[src/rtl/fht_control_param_if.sv]
// fht_control_param_if: start/done handshake and address/strobe bus of the FHT sequencer
//   start, abort               host -> sequencer control
//   rdy, done                  idle flag and one-cycle completion pulse
//   stage, st_zero, st_last    current stage and first/last-stage flags
//   sector, second_part_subsec sector index and upper-half-of-sector flag
//   addr_rd_0..3               direct (0,2) and mirrored (1,3) read addresses
//   addr_wr, addr_wr_bias      read addresses delayed by the pipeline latency
//   addr_coef                  twiddle ROM address
//   we_a, we_b                 bank-set write strobes
//   source_data, source_cont   read bank select and host bank ownership
interface fht_control_param_if #(
  parameter int A_BIT = 8,
  parameter int ST_BIT = 4
);
  logic start;
  logic abort;
  logic rdy;
  logic done;
  logic [ST_BIT-1:0] stage;
  logic st_zero;
  logic st_last;
  logic [A_BIT:0] sector;
  logic second_part_subsec;
  logic [A_BIT-1:0] addr_rd_0;
  logic [A_BIT-1:0] addr_rd_1;
  logic [A_BIT-1:0] addr_rd_2;
  logic [A_BIT-1:0] addr_rd_3;
  logic [A_BIT-1:0] addr_wr;
  logic [A_BIT-1:0] addr_wr_bias;
  logic [A_BIT-1:0] addr_coef;
  logic we_a;
  logic we_b;
  logic source_data;
  logic source_cont;
  modport master (
    output start, abort,
    input rdy, done, stage, st_zero, st_last, sector, second_part_subsec,
    input addr_rd_0, addr_rd_1, addr_rd_2, addr_rd_3, addr_wr, addr_wr_bias, addr_coef,
    input we_a, we_b, source_data, source_cont
  );
  modport slave (
    input start, abort,
    output rdy, done, stage, st_zero, st_last, sector, second_part_subsec,
    output addr_rd_0, addr_rd_1, addr_rd_2, addr_rd_3, addr_wr, addr_wr_bias, addr_coef,
    output we_a, we_b, source_data, source_cont
  );
endinterface

[src/rtl/fht_control_param.sv]
// fht_control_param: parametrised stage/address sequencer for the 4-bank radix-2 FHT core
//   iCLK    clock
//   iRESET  asynchronous active-low reset
//   bus     slave side of fht_control_param_if: start/abort in; ready/done, stage flags,
//           read/write/coefficient addresses, bank write strobes and bank selects out
module fht_control_param #(
  parameter int A_BIT = 8,
  parameter int LAT = 6,
  parameter int ST_BIT = 4
) (
  input logic iCLK,
  input logic iRESET,
  fht_control_param_if.slave bus
);
  localparam int S = A_BIT + 2;
  localparam int RD_LEN = 2 ** (A_BIT + 1);
  localparam int T_END = RD_LEN + LAT - 1;
  localparam int T_BIT = $clog2(T_END + 1);
  localparam logic [0:0] IDLE = 1'b0;
  localparam logic [0:0] RUN = 1'b1;
  localparam logic LAT_ODD = 1'(LAT % 2);
  logic [0:0] state;
  logic [ST_BIT-1:0] s;
  logic [ST_BIT-1:0] k;
  logic [ST_BIT-1:0] sh;
  logic [T_BIT-1:0] t;
  logic busy;
  logic rd_ph;
  logic last;
  logic t_end;
  logic strobe;
  logic src_cont;
  logic [A_BIT-1:0] r;
  logic [A_BIT-1:0] mask;
  logic [A_BIT-1:0] off;
  logic [A_BIT-1:0] base;
  logic [A_BIT-1:0] mir;
  logic [A_BIT-1:0] coef;
  logic [A_BIT:0] div;
  logic [A_BIT:0] sector;
  logic half;
  logic [LAT-1:0][A_BIT-1:0] dl_d;
  logic [LAT-1:0][A_BIT-1:0] dl_m;
  // Sector size is 2^(A_BIT-k): stage 0 and stage 1 share the full half-frame sector,
  // every later stage halves it, so the whole address split reduces to a mask and a shift.
  always_comb begin
    busy = state == RUN;
    last = s == ST_BIT'(S - 1);
    t_end = t == T_BIT'(T_END);
    rd_ph = busy && (t < T_BIT'(RD_LEN));
    r = rd_ph ? t[A_BIT:1] : '0;
    k = (s == '0) ? '0 : s - 1'b1;
    sh = ST_BIT'(A_BIT) - k;
    mask = {A_BIT{1'b1}} >> k;
    div = {1'b0, mask} + 1'b1;
    off = r & mask;
    base = r & ~mask;
    mir = (s == '0) ? r : (base | (-off & mask));
    coef = (s == '0) ? '0 : off << k;
    sector = {1'b0, r} >> sh;
    half = rd_ph && ({1'b0, off} >= (div >> 1));
    strobe = busy && (t >= T_BIT'(LAT)) && (t[0] != LAT_ODD);
  end
  always_ff @(posedge iCLK or negedge iRESET)
    if (!iRESET) begin
      state <= IDLE;
      s <= '0;
      t <= '0;
      src_cont <= 1'b1;
      dl_d <= '0;
      dl_m <= '0;
    end else begin
      src_cont <= ~busy;
      if (!busy) begin
        state <= bus.start ? RUN : IDLE;
        s <= '0;
        t <= '0;
      end else if (bus.abort) begin
        state <= IDLE;
        s <= '0;
        t <= '0;
      end else if (t_end) begin
        state <= last ? IDLE : RUN;
        s <= last ? '0 : s + 1'b1;
        t <= '0;
      end else
        t <= t + 1'b1;
      // An abort flushes in-flight write addresses so a restart never sees stale ones.
      if (busy && bus.abort) begin
        dl_d <= '0;
        dl_m <= '0;
      end else begin
        for (int i = LAT - 1; i > 0; i--) begin
          dl_d[i] <= dl_d[i-1];
          dl_m[i] <= dl_m[i-1];
        end
        dl_d[0] <= r;
        dl_m[0] <= mir;
      end
    end
  assign bus.rdy = ~busy;
  assign bus.done = busy && t_end && last;
  assign bus.stage = s;
  assign bus.st_zero = busy && (s == '0);
  assign bus.st_last = busy && last;
  assign bus.sector = sector;
  assign bus.second_part_subsec = half;
  assign bus.addr_rd_0 = r;
  assign bus.addr_rd_2 = r;
  assign bus.addr_rd_1 = mir;
  assign bus.addr_rd_3 = mir;
  assign bus.addr_wr = dl_d[LAT-1];
  assign bus.addr_wr_bias = dl_m[LAT-1];
  assign bus.addr_coef = coef;
  assign bus.we_a = strobe && s[0];
  assign bus.we_b = strobe && !s[0];
  assign bus.source_data = busy && s[0];
  assign bus.source_cont = src_cont;
endmodule
[src/flat_wrapper.sv]
// flat-port wrapper written by rule: the top's interface ports become plain ports
module fht_control_param_flat 
#(
  parameter int A_BIT = 8,
  parameter int LAT = 6,
  parameter int ST_BIT = 4
)
  (iCLK, iRESET, bus_start, bus_abort, bus_rdy, bus_done, bus_stage, bus_st_zero, bus_st_last, bus_sector, bus_second_part_subsec, bus_addr_rd_0, bus_addr_rd_1, bus_addr_rd_2, bus_addr_rd_3, bus_addr_wr, bus_addr_wr_bias, bus_addr_coef, bus_we_a, bus_we_b, bus_source_data, bus_source_cont);
  fht_control_param_if #(.A_BIT(A_BIT), .ST_BIT(ST_BIT)) bus_i ();
  input logic iCLK;
  input logic iRESET;
  input wire logic [$bits(bus_i.start)-1:0] bus_start;
  input wire logic [$bits(bus_i.abort)-1:0] bus_abort;
  output wire logic [$bits(bus_i.rdy)-1:0] bus_rdy;
  output wire logic [$bits(bus_i.done)-1:0] bus_done;
  output wire logic [$bits(bus_i.stage)-1:0] bus_stage;
  output wire logic [$bits(bus_i.st_zero)-1:0] bus_st_zero;
  output wire logic [$bits(bus_i.st_last)-1:0] bus_st_last;
  output wire logic [$bits(bus_i.sector)-1:0] bus_sector;
  output wire logic [$bits(bus_i.second_part_subsec)-1:0] bus_second_part_subsec;
  output wire logic [$bits(bus_i.addr_rd_0)-1:0] bus_addr_rd_0;
  output wire logic [$bits(bus_i.addr_rd_1)-1:0] bus_addr_rd_1;
  output wire logic [$bits(bus_i.addr_rd_2)-1:0] bus_addr_rd_2;
  output wire logic [$bits(bus_i.addr_rd_3)-1:0] bus_addr_rd_3;
  output wire logic [$bits(bus_i.addr_wr)-1:0] bus_addr_wr;
  output wire logic [$bits(bus_i.addr_wr_bias)-1:0] bus_addr_wr_bias;
  output wire logic [$bits(bus_i.addr_coef)-1:0] bus_addr_coef;
  output wire logic [$bits(bus_i.we_a)-1:0] bus_we_a;
  output wire logic [$bits(bus_i.we_b)-1:0] bus_we_b;
  output wire logic [$bits(bus_i.source_data)-1:0] bus_source_data;
  output wire logic [$bits(bus_i.source_cont)-1:0] bus_source_cont;
  assign bus_i.start = bus_start;
  assign bus_i.abort = bus_abort;
  assign bus_rdy = bus_i.rdy;
  assign bus_done = bus_i.done;
  assign bus_stage = bus_i.stage;
  assign bus_st_zero = bus_i.st_zero;
  assign bus_st_last = bus_i.st_last;
  assign bus_sector = bus_i.sector;
  assign bus_second_part_subsec = bus_i.second_part_subsec;
  assign bus_addr_rd_0 = bus_i.addr_rd_0;
  assign bus_addr_rd_1 = bus_i.addr_rd_1;
  assign bus_addr_rd_2 = bus_i.addr_rd_2;
  assign bus_addr_rd_3 = bus_i.addr_rd_3;
  assign bus_addr_wr = bus_i.addr_wr;
  assign bus_addr_wr_bias = bus_i.addr_wr_bias;
  assign bus_addr_coef = bus_i.addr_coef;
  assign bus_we_a = bus_i.we_a;
  assign bus_we_b = bus_i.we_b;
  assign bus_source_data = bus_i.source_data;
  assign bus_source_cont = bus_i.source_cont;
  fht_control_param #(.A_BIT(A_BIT), .LAT(LAT), .ST_BIT(ST_BIT)) u_core (.iCLK(iCLK), .iRESET(iRESET), .bus(bus_i));
endmodule
[config.mk]
export PLATFORM = sky130hd
export DESIGN_NAME = fht_control_param_flat
export DESIGN_NICKNAME = d
export VERILOG_FILES = /design/src/rtl/fht_control_param_if.sv /design/src/rtl/fht_control_param.sv /design/src/flat_wrapper.sv
export SDC_FILE = /design/constraint.sdc
export NUM_CORES = 1
export LEC_CHECK = 0
export CORE_ASPECT_RATIO = 0.75
export CORE_UTILIZATION = 50
export CTS_CLUSTER_SIZE = 25
export DETAILED_ROUTE_END_ITERATION = 7
export DONT_BUFFER_PORTS = 1
export PLACE_DENSITY = 0.68
export SYNTH_ARGS = -nofsm -noshare
export SYNTH_HDL_FRONTEND = slang
export SYNTH_SLANG_ARGS = --single-unit
[constraint.sdc]
create_clock -name iCLK -period 3.7 [get_ports iCLK]
set_input_delay 0.185 -clock iCLK [delete_from_list [all_inputs] [get_ports iCLK]]
set_output_delay 0.185 -clock iCLK [all_outputs]
set_load 0.005 [all_outputs]
==> summary.txt, run 1 <==
Outcome
  • Outcome: completed

Flow run
  • Total of max-cap violations: 0

STA
  • Final setup fails: 0
  • Post-layout min period: roughly 3500 ps
  • Final hold slack: a little over 60 ps
  • Final hold viol count: 0
  • Worst Clk Skew: 16.2 ps
  • Fmax: 288 MHz
  • RSZ-0062 raised after global routing: no
  • Pins Over Slew Limit: 0
  • Tcrit/Tclk final: 93.7%
  • Headroom to the max-slew limit: about a third
  • Setup_tns: 0 ps
  • Worst slew pin tran: roughly 1000 ps

Critical path
  • Slowest cell on the critical path: dfrtp_1
  • CP startpoint kind: register
  • Worst path cell trace: buf_4 -> ha_1 -> nor2_1 -> or2_1 -> inv_2 -> ha_1 -> inv_2 -> o21ai_4 -> or2_2 -> inv_1 -> ha_1 -> a21o_1 -> a21oi_1 -> nor2b_1 -> o2111ai_1 -> a21oi_1
  • Bufs and invs on worst path: 4
  • CP max stage delay: just under 400 ps
  • CP Data Arrival Time: 3280 ps
  • Reg2reg start: u_core.bus.stage[0]
  • Req. time, crit path: ~3500 ps
  • CP Capture Type: primary output
  • Critical Path Fanout Max: 12
  • Crit path max-delay family: simple AND/OR/NAND/NOR gates
  • Setup crit start: u_core.bus.stage[0]
  • Worst path most repeated cell: ha_1
  • Crit path kind: register to primary output

Synthesis
  • Synthesized Nets: about 560
  • Post-synth cell types: 71
  • Mux cell area share after synthesis: 2.18%
  • Gate count of the mapped netlist: 532
  • Post-Synth Adder-Cell Area: 4.40%
  • Asr flop ratio synth: 100%
  • Post-Syn Area: 5410 um2
  • Xor/xnor share of the synthesized area: 3.06%
  • Sequential area share after synthesis: about 49%
  • Post-Syn Area per Cell: between 10 and 15 um2
  • Compound-cell area share of the yosys netlist: 9.12%
  • Largest family of logic cells by synthesized area: simple AND/OR/NAND/NOR gates
  • Yosys warns: 0
  • Main synth FF type: dfrtp_1
  • EDFF count, synth: 0
  • Synth Area in Simple Gates: 23.9%
  • Register bit total from synthesis: 106

Cells and area
  • Finished Core Util: 55.0%
  • Final antenna diode count: 0
  • Final nets: roughly 530
  • Fraction of layout cells with a size suffix above 1: 12.9%
  • Leading cell types in the layout, fill and taps excluded: 105 x dfrtp_1, 85 x and2_1, 50 x nor2_1
  • Area grow syn2layout: 5.93%
  • Commonest non-fill, non-tap cell in the layout: dfrtp_1

GRT
  • Pin count of the biggest net entering global routing: 107
  • Vias in the first global route: 3468
  • Antenna violations before repair: 0
  • First-pass GRT wire length: 17700 um
  • Gr usage total: 20.8%
  • GRT overflow: 0

Clock network
  • H-tree depth: 3
  • CTS Buf Count: 9
  • CTS tree: yes
  • Clock root cell: clkbuf_16
  • Worst-skew pair later-pin latency: 350 ps
  • Clock slew at reported path FFs: 80 ps
  • Longest Clk Path Bufs: 2
  • Clock sinks: 106

Routing
  • Avg WL per Cell: 16.7 um
  • First-pass DRT Iterations: 5
  • Initial DRC Count: 238
  • Vias post-DR: 3531
  • Detail Route Antenna Nets: 0
  • Vias per cell: approximately 5.4
  • Detailed Route WL: 10800 um
  • Post-route DRC: 0

Power and ir drop
  • Peak supply drop: 0.216 mV
  • Pwr Density: 511 nW/um2
  • Psw: between 0.9 and 1 mW
  • Seq pwr share: between 40 and 50%
  • Lkg Pwr: 2.78 nW
  • Int Power: 1.97 mW
  • Clk network pwr share: between 30 and 40%
  • Combinational Power Share: between 20% and 30%
  • Switching portion of total power: roughly a third

Floorplan
  • Die area: 11200 um2
  • I/O pin count: 82
  • DIE WIDTH: 122 um
  • Core area: 10400 um2
  • Row count: 32
  • Die Y-Extent: roughly 90 um
  • Initial Util: 51.9%

Placement
  • GPL Wtd Cong: 0.953
  • Port Buffers: 0
  • Placed wire-length estimate: about 7500 um

Worst hold path
  • Worst min-delay path class: input port to register
  • HP Start: bus_abort
-- metal layers --
metal / up-vias / part of all wire, % / GRT usage (%)
met3: 20 / 6.5 / 5.60
met1: 1722 / 45 / 27.1
met4: 0 / 2.5 / 9.45
li1: 1680 / - / -
met2: 109 / 46 / 32.3
met5: - / 0 / 0
-- registers in the layout, summed over array words and instances (netlist names) --
name and flops:
u_core.bus.source_cont 1, u_core.dl_m 36, u_core.bus.addr_wr 7, u_core.busy 1
u_core.dl_d 39, u_core.bus.stage 4, u_core.t 10, u_core.bus.addr_wr_bias 8
-- final cells by class --
cell class                 count  area (um2)
fill                         899        4680
tap                          136         170
sequential                   106        2650
clock inverter                 6        75.1
clock buffer                   9         225
inverter                      18        67.6
timing repair buffer          23         200
multi-input combinational    351        2330
-- logic make-up after synthesis --
family,after synthesis
and+or+nand+nor,235
DFF,106
buffers and inverters,75
AOI/OAI and AO/OA,68
adders and majority gates,19
xor gates and xnor gates,18
muxes,10
other,1
-- final timing paths --
path                                          end  slack [ps]  depth (start not counted)
max reg2reg                        u_core.dl_m[6]         650                         13
max in group asynchronous         u_core.dl_m[20]        2850                          2
min in group asynchronous             u_core.busy         430                          2
min                           u_core.bus.stage[2]          60                          2
max                        bus_second_part_subsec         230                         16
min reg2reg                       u_core.dl_d[23]         440                          1
-- Yosys cell counts, types with 2 or more instances --
cell       number  area [um2]
a22oi_1         2        15.0
nand3b_1        2        15.0
xor2_1          5        43.8
buf_4          35         263
a21oi_1        18        90.1
nor2b_1         6        37.5
buf_2           7        35.0
mux2_1          3        33.8
nor2_1         50         188
nor3b_1         2        15.0
nand2b_1        4        25.0
o22ai_1         2        12.5
o21ai_0        11        55.1
nand2_1        31         116
o2111ai_1       2        17.5
o31ai_1         2        15.0
nand4_1         2        12.5
nor4_1          3        18.8
buf_6           3        33.8
o32ai_1         2        17.5
a211oi_1        4        30.0
clkbuf_1       12        45.0
xnor2_1        12         105
o211ai_1        3        22.5
o21ai_4         2        32.5
dfrtp_1       105        2630
ha_1           19         238
a211o_1         2        17.5
nor3_1         15        75.1
nand2_2         2        12.5
a21o_1          4        30.0
nand3_1        14        70.1
inv_1          16        60.1
mux2i_1         5        50.1
inv_2           2        7.51
and2_1         85         532
and3_1          4        25.0
-- metrics by stage --
step           setup WS, ps  instances  total power, mW  area (um2)
4_1_cts                39.1        649             2.94        5710
6_report                233        649             2.93        5730
3_3_place_gp            285        629             1.93        5340
3_5_place_dp            121        629             1.94        5340
2_1_floorplan           142        532             1.78        5410
5_1_grt                1.31        649             3.09        5730
-- power groups by stage --
stage	combinational, mW	sequential, mW	clock, mW
2_1_floorplan	0.569	1.21	0
3_3_place_gp	0.707	1.22	0
3_5_place_dp	0.721	1.22	0
4_1_cts	0.764	1.20	0.984
5_1_grt	0.862	1.20	1.03
6_report	0.775	1.20	0.955
-- what timing repair did --
item	CTS	global route
pin swaps	0	0
hold buffers	4	0
resized for setup	3	4
setup endpoints to repair	9	5
setup buffers	1	0
hold endpoints to repair	110	0
No activity file was read; power rests on OpenSTA's default activity.
==> run 2: changes to the inputs <==
Settings changed: CORE_MARGIN set to 4.
==> summary.txt, run 2 (same netlist as run 1, synthesis figures left out) <==
Outcome
  • Outcome: completed

Routing
  • Vias post-DR: 3555 (+0.68%)
  • Detailed Route WL: 11100 um (+2.3%)
  • Vias per cell: 5.45 (+0.22%)
  • Detail Route Antenna Nets: 0 (unchanged)
  • Avg WL per Cell: 17.0 um (+1.8%)
  • First-pass DRT Iterations: 5 (unchanged)
  • Post-route DRC: 0 (unchanged)
  • Initial DRC Count: 295 (+24%)

Critical path
  • Bufs and invs on worst path: 4 (unchanged)
  • Slowest cell on the critical path: dfrtp_1
  • Crit path kind: register to primary output
  • CP Data Arrival Time: 3260 ps (-20 ps)
  • Critical Path Fanout Max: 12 (unchanged)
  • CP max stage delay: 390 ps (about the same)
  • Reg2Reg Depth: 13 (unchanged)
  • Req. time, crit path: 3510 ps (about the same)
  • Worst path cell trace: buf_4 -> ha_1 -> nor2_1 -> or2_0 -> inv_2 -> ha_1 -> inv_2 -> o21ai_4 -> or2_2 -> inv_1 -> ha_1 -> a21o_1 -> a21oi_1 -> nor2b_1 -> o2111ai_1 -> a21oi_1
  • Critical R2R Capture: u_core.dl_m[6]
  • R2r setup slk: 650 ps (about the same)
  • CP startpoint kind: register
  • Crit path max-delay family: simple AND/OR/NAND/NOR gates
  • CP Capture Type: primary output
  • Reg2reg start: u_core.bus.stage[0]
  • Worst path most repeated cell: ha_1

STA
  • Worst Clk Skew: 11.7 ps (-4.52 ps)
  • Final hold viol count: 0 (unchanged)
  • Post-layout min period: 3450 ps (-17.3 ps)
  • Setup slack after layout: 251 ps (+17.3 ps)
  • Fmax: 290 MHz (+0.50%)
  • Headroom to the max-slew limit: 53.3% (+20 points)
  • Worst slew pin tran: 699 ps (-303 ps)
  • Pins Over Slew Limit: 0 (unchanged)
  • Setup_tns: 0 ps (unchanged)
  • Tcrit/Tclk final: 93.2% (-0.47 points)
  • Final setup fails: 0 (unchanged)
  • RSZ-0062 raised after global routing: no
  • Final hold slack: 81.0 ps (+19.7 ps)

Cells and area
  • Largest register FFs: 39 (unchanged)
  • Commonest non-fill, non-tap cell in the layout: dfrtp_1
  • Final antenna diode count: 0 (unchanged)
  • Largest Register: u_core.dl_d
  • Final nets: 534 (+0.38%)
  • Fraction of layout cells with a size suffix above 1: 13.4% (+0.51 points)
  • Leading cell types in the layout, fill and taps excluded: 104 x dfrtp_1, 85 x and2_1, 49 x nor2_1
  • Largest regs: u_core.dl_d: 39 flops, u_core.dl_m: 36 flops, u_core.t: 10 flops
  • Final Instance Area: 5730 um2 (unchanged)
  • Area grow syn2layout: 5.93% (unchanged)
  • Final Non-Filler Cells: 652 (+0.46%)

GRT
  • Vias in the first global route: 3379 (-2.6%)
  • Gr usage total: 18.2% (-2.6 points)
  • GRT overflow: 0 (unchanged)
  • Antenna violations before repair: 0 (unchanged)
  • Pin count of the biggest net entering global routing: 107 (unchanged)
  • First-pass GRT wire length: 18100 um (+1.9%)

Placement
  • GPL Wtd Cong: 0.980 (+2.8%)
  • Placed wire-length estimate: 7810 um (+3.8%)
  • Placed instance count: 632 (+0.48%)
  • Pre-CTS setup slack: 334 ps (+213 ps)
  • Port Buffers: 0 (unchanged)
  • Post-DP Area: 5360 um2 (+0.38%)

Floorplan
  • DIE WIDTH: 128 um (+4.9%)
  • Die area: 12600 um2 (+12%)
  • Die Y-Extent: 98.0 um (+6.5%)
  • Row count: 32 (unchanged)
  • I/O pin count: 82 (unchanged)
  • Initial Util: 51.9% (unchanged)
  • Core area: 10400 um2 (unchanged)

Clock network
  • H-tree depth: 3 (unchanged)
  • Setup Fix Bufs, Post-CTS: 0 (-1)
  • CTS tree: yes
  • Clock root cell: clkbuf_16
  • Clock slew at reported path FFs: 80 ps (about the same)
  • Longest Clk Path Bufs: 2 (unchanged)
  • Worst-skew pair later-pin latency: 340 ps (about the same)
  • CTS Buf Count: 9 (unchanged)
  • Clock sinks: 106 (unchanged)

Worst hold path
  • HP Start: bus_abort
  • Worst min-delay path class: input port to register
  • Hold EP: u_core.bus.stage[2]
  • Hold Path Stages: 2 (unchanged)

Power and ir drop
  • Peak supply drop: 0.265 mV (+23%)
  • Lkg Pwr: 2.78 nW (+0.11%)
  • Pwr Density: 505 nW/um2 (-1.3%)

Flow run
  • Total of max-cap violations: 0 (unchanged)
[run 2: changes by cell type in the layout (fill, tap and decap cells not counted), sizes merged]
cell / previous run / this run
inv: 20 / 21
clkbuf: 9 / 10
bufinv: 1 / 0
buf: 20 / 22
[run 2: worst max path at each step]
stage          slack, ps  cells after the start           startpoint                      to
3_3_place_gp         440                     11  u_core.bus.stage[2]  bus_second_part_subsec
3_5_place_dp         330                     16  u_core.bus.stage[1]  bus_second_part_subsec
2_1_floorplan        140                     18  u_core.bus.stage[0]  bus_second_part_subsec
5_1_grt               10                     16  u_core.bus.stage[0]  bus_second_part_subsec
6_report             250                     16  u_core.bus.stage[0]  bus_second_part_subsec
4_1_cts               20                     16  u_core.bus.stage[1]  bus_second_part_subsec
[run 2: what timing repair did]
action / 4_1_cts / 5_1_grt
hold buffers: 4 / 0
hold endpoints to repair: 110 / 0
resized for setup: 1 / 5
setup endpoints to repair: 1 / 9
[run 2: metrics by stage]
stage | utilization (%) | total power, mW
finish | 55.0 | 2.89
global route | 55.0 | 3.05
CTS | 54.9 | 2.90
detailed placement | 51.5 | 1.95
global placement | 51.5 | 1.94
floorplan | - | 1.78
[run 2: cell type report]
class	count	area, um2
Clock buffer	10	239
Clock inverter	6	56.3
Fill cell	911	4680
Inverter	18	67.6
Multi-Input combinational cell	351	2320
Sequential cell	106	2660
Tap cell	136	170
Timing Repair Buffer	25	215
[run 2: power by group]
part	internal, mW	switching (mW)	total [mW]
combinational	0.260	0.516	0.776
clock	0.489	0.429	0.918
sequential	1.18	0.0190	1.20
total	1.93	0.964	2.89
[run 2: layer usage]
| layer | GRT usage, % | vias up | routed length, um |
|---|---|---|---|
| met3 | 4.98 | 23 | 836 |
| met2 | 27.8 | 131 | 5050 |
| li1 | - | 1688 | - |
| met1 | 25.2 | 1713 | 4910 |
| met5 | 0 | - | 0 |
| met4 | 6.44 | 0 | 274 |
